### config.mk
export PLATFORM = sky130hd
export DESIGN_NAME = fixed_point_arbiter
export DESIGN_NICKNAME = d
export VERILOG_FILES = /design/src/rtl/fixed_point_arbiter.sv
export SDC_FILE = /design/constraint.sdc
export NUM_CORES = 1
export LEC_CHECK = 0
export ABC_AREA = 1
export BUFFER_PORTS_ARGS = -buffer_cell sky130_fd_sc_hd__buf_2
export CORE_ASPECT_RATIO = 0.8
export CORE_UTILIZATION = 45
export CTS_CLUSTER_DIAMETER = 30
export CTS_CLUSTER_SIZE = 20
export DETAILED_ROUTE_END_ITERATION = 10
export GPL_TIMING_DRIVEN = 0
export PLACE_DENSITY = 0.73
export REMOVE_ABC_BUFFERS = 1
export SETUP_SLACK_MARGIN = 0.05
export SLEW_MARGIN = 20
export SYNTH_ARGS = -nofsm -noshare
export SYNTH_HDL_FRONTEND = slang
export SYNTH_SLANG_ARGS = --single-unit
### constraint.sdc
create_clock -name clk -period 12.24 [get_ports clk]
set_input_delay 0.612 -clock clk [delete_from_list [all_inputs] [get_ports clk]]
set_output_delay 0.612 -clock clk [all_outputs]
set_load 0.01 [all_outputs]
### src/rtl/fixed_point_arbiter.sv
// Two-port round-robin front end for a shared fixed-point unit.
// Latches the winner, runs issue/wait/respond with a ready watchdog.
module fixed_point_arbiter #(
    parameter int WIDTH   = 32,
    parameter int TIMEOUT = 64,
    parameter int CNT_W   = 7
) (
    input  logic               clk,
    input  logic               reset,
    input  logic [1:0]         req_valid,
    output logic [1:0]         req_ready,
    input  logic [2*WIDTH-1:0] req_operand_1,
    input  logic [2*WIDTH-1:0] req_operand_2,
    input  logic [3:0]         req_operation,
    output logic [1:0]         resp_valid,
    input  logic [1:0]         resp_ready,
    output logic [WIDTH-1:0]   resp_result,
    output logic               resp_error,
    output logic [WIDTH-1:0]   fpu_operand_1,
    output logic [WIDTH-1:0]   fpu_operand_2,
    output logic [1:0]         fpu_operation,
    output logic               fpu_start,
    input  logic [WIDTH-1:0]   fpu_result,
    input  logic               fpu_ready,
    output logic               busy
);

    typedef enum logic [1:0] {
        IDLE,
        ISSUE,
        WAIT,
        RESP
    } state_t;

    // Last count value before the watchdog expires.
    localparam logic [CNT_W-1:0] WD_LAST = CNT_W'(TIMEOUT - 1);

    state_t           state, state_nx;
    logic             ptr, ptr_nx;
    logic             grant, grant_nx;
    logic             pick;
    logic [WIDTH-1:0] op1_q, op1_nx;
    logic [WIDTH-1:0] op2_q, op2_nx;
    logic [1:0]       opn_q, opn_nx;
    logic [CNT_W-1:0] wd, wd_nx;
    logic [1:0]       req_ready_nx;
    logic [1:0]       resp_valid_nx;
    logic [WIDTH-1:0] resp_result_nx;
    logic             resp_error_nx;
    logic [WIDTH-1:0] fpu_op1_nx;
    logic [WIDTH-1:0] fpu_op2_nx;
    logic [1:0]       fpu_opn_nx;
    logic             fpu_start_nx;
    logic             busy_nx;

    // Requester that wins if the block is idle this cycle.
    always_comb begin
        pick = (req_valid == 2'b11) ? ptr : req_valid[1];
    end

    // Next-state and registered-output computation.
    always_comb begin
        state_nx       = state;
        ptr_nx         = ptr;
        grant_nx       = grant;
        op1_nx         = op1_q;
        op2_nx         = op2_q;
        opn_nx         = opn_q;
        wd_nx          = wd;
        req_ready_nx   = 2'b00;
        resp_valid_nx  = resp_valid;
        resp_result_nx = resp_result;
        resp_error_nx  = resp_error;
        fpu_op1_nx     = fpu_operand_1;
        fpu_op2_nx     = fpu_operand_2;
        fpu_opn_nx     = fpu_operation;
        fpu_start_nx   = 1'b0;
        unique case (state)
            IDLE: begin
                if (|req_valid) begin
                    grant_nx     = pick;
                    req_ready_nx = pick ? 2'b10 : 2'b01;
                    op1_nx       = pick ? req_operand_1[2*WIDTH-1:WIDTH]
                                        : req_operand_1[WIDTH-1:0];
                    op2_nx       = pick ? req_operand_2[2*WIDTH-1:WIDTH]
                                        : req_operand_2[WIDTH-1:0];
                    opn_nx       = pick ? req_operation[3:2]
                                        : req_operation[1:0];
                    state_nx     = ISSUE;
                end
            end
            ISSUE: begin
                fpu_op1_nx   = op1_q;
                fpu_op2_nx   = op2_q;
                fpu_opn_nx   = opn_q;
                fpu_start_nx = 1'b1;
                wd_nx        = '0;
                state_nx     = WAIT;
            end
            WAIT: begin
                if (fpu_ready) begin
                    resp_result_nx = fpu_result;
                    resp_error_nx  = 1'b0;
                    state_nx       = RESP;
                end else if (wd == WD_LAST) begin
                    wd_nx          = wd + CNT_W'(1);
                    resp_result_nx = '0;
                    resp_error_nx  = 1'b1;
                    state_nx       = RESP;
                end else begin
                    wd_nx = wd + CNT_W'(1);
                end
            end
            RESP: begin
                if (resp_valid == 2'b00) begin
                    resp_valid_nx = grant ? 2'b10 : 2'b01;
                end else if (resp_ready[grant]) begin
                    resp_valid_nx = 2'b00;
                    ptr_nx        = ~grant;
                    state_nx      = IDLE;
                end
            end
            default: state_nx = IDLE;
        endcase
        busy_nx = (state_nx != IDLE);
    end

    // State and output registers; reset discards any request in flight.
    always_ff @(posedge clk or posedge reset) begin
        if (reset) begin
            state         <= IDLE;
            ptr           <= 1'b0;
            grant         <= 1'b0;
            op1_q         <= '0;
            op2_q         <= '0;
            opn_q         <= '0;
            wd            <= '0;
            req_ready     <= '0;
            resp_valid    <= '0;
            resp_result   <= '0;
            resp_error    <= 1'b0;
            fpu_operand_1 <= '0;
            fpu_operand_2 <= '0;
            fpu_operation <= '0;
            fpu_start     <= 1'b0;
            busy          <= 1'b0;
        end else begin
            state         <= state_nx;
            ptr           <= ptr_nx;
            grant         <= grant_nx;
            op1_q         <= op1_nx;
            op2_q         <= op2_nx;
            opn_q         <= opn_nx;
            wd            <= wd_nx;
            req_ready     <= req_ready_nx;
            resp_valid    <= resp_valid_nx;
            resp_result   <= resp_result_nx;
            resp_error    <= resp_error_nx;
            fpu_operand_1 <= fpu_op1_nx;
            fpu_operand_2 <= fpu_op2_nx;
            fpu_operation <= fpu_opn_nx;
            fpu_start     <= fpu_start_nx;
            busy          <= busy_nx;
        end
    end

endmodule

==> qor.csv <==
stage;metric;value;unit
route;top_layer_used;met4;
yosys;synth-main-ff-cell;dfrtp_1;
layout;area_growth;27.21;%
worst_setup_path;worstReg2RegEnd;resp_result[11]$_DFFE_PP0P_;
global_routing;overflow;0;
route;firstDrtPassIters;6;
route;wl_met2;9313;um
power;irDropWorstVdd;0.1189;mV
floorplan;io_pins;276;
yosys;syn-cell-area;0.007959;mm^2
cts;clk_latency;0.43;ns
cts;cts.htree.levels;4;
sta;grt_setup_unrepaired;no;
layout;final_common_cell;nand2_1;
sta;slew_viol_final;0;
global_routing;grt_pass1_vias;6580;
worst_setup_path;cp_slowest_stage_delay;0.60;ns
sta;tns;0;ns
worst_setup_path;worst-path-buf-inv;2;
sta;finalWorstSetupSlack;10.09;ns
sta;fin_crit_sh;17.55;%
sta;max_clock_freq;465.6;MHz
global_routing;grt_max_degree;100;
cts;cts_setup_buffers;0;
worst_setup_path;path_cells;inv_1 > nand2_1 > nor2_4 > inv_2 > nand3_1 > nand2_1;
worst_setup_path;crit_type;reg -> reg;
route;drtIter0Drc;440;
cts;cts_tree;built;
worst_setup_path;cp.depth;6;
yosys;synth_simple_gate_area_share;30.55;%
worst_setup_path;cp.arrival;2.45;ns
sta;tightestPinTransition;0.7986;ns
global_routing;antenna_found_initial;1;
route;vias_per_cell;4.735;
cts;cts_resized;0;
yosys;netlist_instances;1012;
yosys;synth_edf_count;0;
worst_setup_path;r2r_cells;6;
sta;setup_violations;0;
yosys;synth_adder_area_share;0.1572;%
worst_setup_path;critPathRequiredTime;12.54;ns
floorplan;core_area;0.01732;mm^2
cts;clkTransAtPathRegs;0.07;ns
yosys;synth.mux.area_fraction;0;%
place;portBuffers;275;
cts;numCtsBuffers;17;
yosys;ys_warn_count;0;
floorplan;fp.dieH;121.0;um
floorplan;fp.dieArea;0.01823;mm^2
route;dr_wl_met3;1894;um
power;finalPower;2.392;mW
layout;final_cell_mix;nand2_1 (489), buf_2 (275), dfrtp_1 (182);
layout;final_util;58.44;%
global_routing;grt_use_total;22.86;%
place;gp_congestion;0.7944;
layout;nets;1432;
place;place_ws;9.878;ns
worst_setup_path;cp_top_family;simple AND/OR/NAND/NOR gates;
yosys;seq_area_frac_synth;57.22;%
route;wl_met1;8814;um
worst_setup_path;rrSetupSlack;10.09;ns
worst_setup_path;cp-start-kind;flop;
route;drt-total-wl;20280;um
power;power_density;236.2;mW/mm^2
floorplan;die_w;150.7;um
cts;postCtsHoldBufs;0;
outcome;status;complete, no violations;
worst_setup_path;worstPathMaxFanout;33;
cts;clk_path_buf_depth;2;
yosys;ys_types;23;
sta;fin_crit;2.148;ns
sta;fin_skew;0.01635;ns
global_routing;grt_pass1_wl;32430;um
route;ant_nets;0;
worst_setup_path;critPathSlowestCell;nor2_4;
hold_path;hp-class;in -> async;
route;avgRoutedWirePerCell;13.53;um
yosys;synth_xor_area_share;0.1100;%
worst_setup_path;cp-end-kind;flop;
worst_setup_path;worst_path_most_repeated_cell;nand2_1;
worst_setup_path;r2r-start;state[0]$_DFF_PP0_;
layout;layout-drive-gt1-share;25.37;%
yosys;synth_top_family_by_area;simple AND/OR/NAND/NOR gates;
run;cap_violations;0;
cts;cts_sinks;182;
floorplan;num_rows;43;
sta;max_slew_margin;46.76;%
yosys;synth.avg_cell_area;7.865;um^2
route;drc;0;
yosys;ys_ff_latch;182;
cts;cts_root_buf;clkbuf_16;
sta;hold_viol;0;
route;via_count;7098;
floorplan;initial_core_util;45.94;%
place;hpwl;13220;um
yosys;async_flop_share;100.0;%
power;p_leak;5.844;nW
yosys;synth_compound_area_share;4.638;%
-- worst max path at each step --
stage	from	endpoint	slack (ns)
after global routing	state[0]$_DFF_PP0_	resp_result[11]$_DFFE_PP0P_	9.93
after CTS	state[0]$_DFF_PP0_	resp_result[11]$_DFFE_PP0P_	10.10
after floorplan	reset	busy$_DFF_PP0_	6.68
after global placement	reset	fpu_operand_1[17]$_DFFE_PP0P_	4.54
after detailed placement	req_valid[1]	busy$_DFF_PP0_	9.88
final	state[0]$_DFF_PP0_	resp_result[11]$_DFFE_PP0P_	10.09
-- cell usage after synthesis, types with 2 or more instances --
| master | instances | share of area, % |
|---|---|---|
| nand3_1 | 51 | 3.2 |
| o21ai_0 | 7 | 0.44 |
| clkbuf_1 | 9 | 0.42 |
| o21ai_1 | 63 | 4.0 |
| nor2_1 | 73 | 3.4 |
| inv_2 | 4 | 0.19 |
| buf_6 | 5 | 0.71 |
| buf_2 | 37 | 2.3 |
| dfrtp_1 | 182 | 57 |
| inv_1 | 76 | 3.6 |
| nand4_1 | 2 | 0.16 |
| nor2_2 | 2 | 0.16 |
| nand2_1 | 491 | 23 |
-- worst register-to-register path, cell delays in order, from the launching register on --
cell and delay (ns):
dfrtp_1 0.44, inv_1 0.10, nand2_1 0.15, nor2_4 0.60, inv_2 0.46, nand3_1 0.19, nand2_1 0.08
-- flip-flops by register name (all words and copies together), names as in the netlist, 7 cells and up --
register / flops
fpu_operand_1: 32
fpu_operand_2: 32
op1_q: 32
op2_q: 32
resp_result: 32
wd: 7
-- per-stage QoR --
step | cells | instance area (um^2) | hold WS [ns]
2_1_floorplan | 960 | 7676 | 0.4422
3_3_place_gp | 1460 | 9334 | 0.4463
3_5_place_dp | 1466 | 9509 | 0.4534
4_1_cts | 1498 | 10120 | 0.2773
5_1_grt | 1498 | 10120 | 0.3061
6_report | 1499 | 10120 | 0.2526
-- where the power goes --
part           total, mW  internal (mW)  leakage, nW  switching (mW)
registers           1.02          0.875         2.27           0.143
logic              0.798          0.312         3.27           0.486
clock network      0.575          0.331        0.298           0.244
-- cell type report --
class / count / area (um^2)
fillers: 1602 / 7199
inverters: 80 / 312.8
flip-flops and latches: 182 / 4554
well taps: 225 / 281.5
repair buffers: 281 / 1519
clock inverters: 12 / 166.4
multi-input cells: 698 / 2841
clock buffers: 20 / 446.7
diodes: 1 / 2.502
-- layer usage --
layer  vias up  GRT usage (%)
li1       3573              -
met1      3255          29.20
met2       248          36.32
met3        22          8.271
met4         0          6.750
met5         -              0
-- cell families after synthesis --
| family | count (synthesis) |
|---|---|
| flops | 182 |
| buf+inv | 132 |
| xor+xnor | 1 |
| compound gates | 73 |
| fa+ha+maj | 1 |
| simple gates | 623 |
Power figures use the tool's default switching activity.
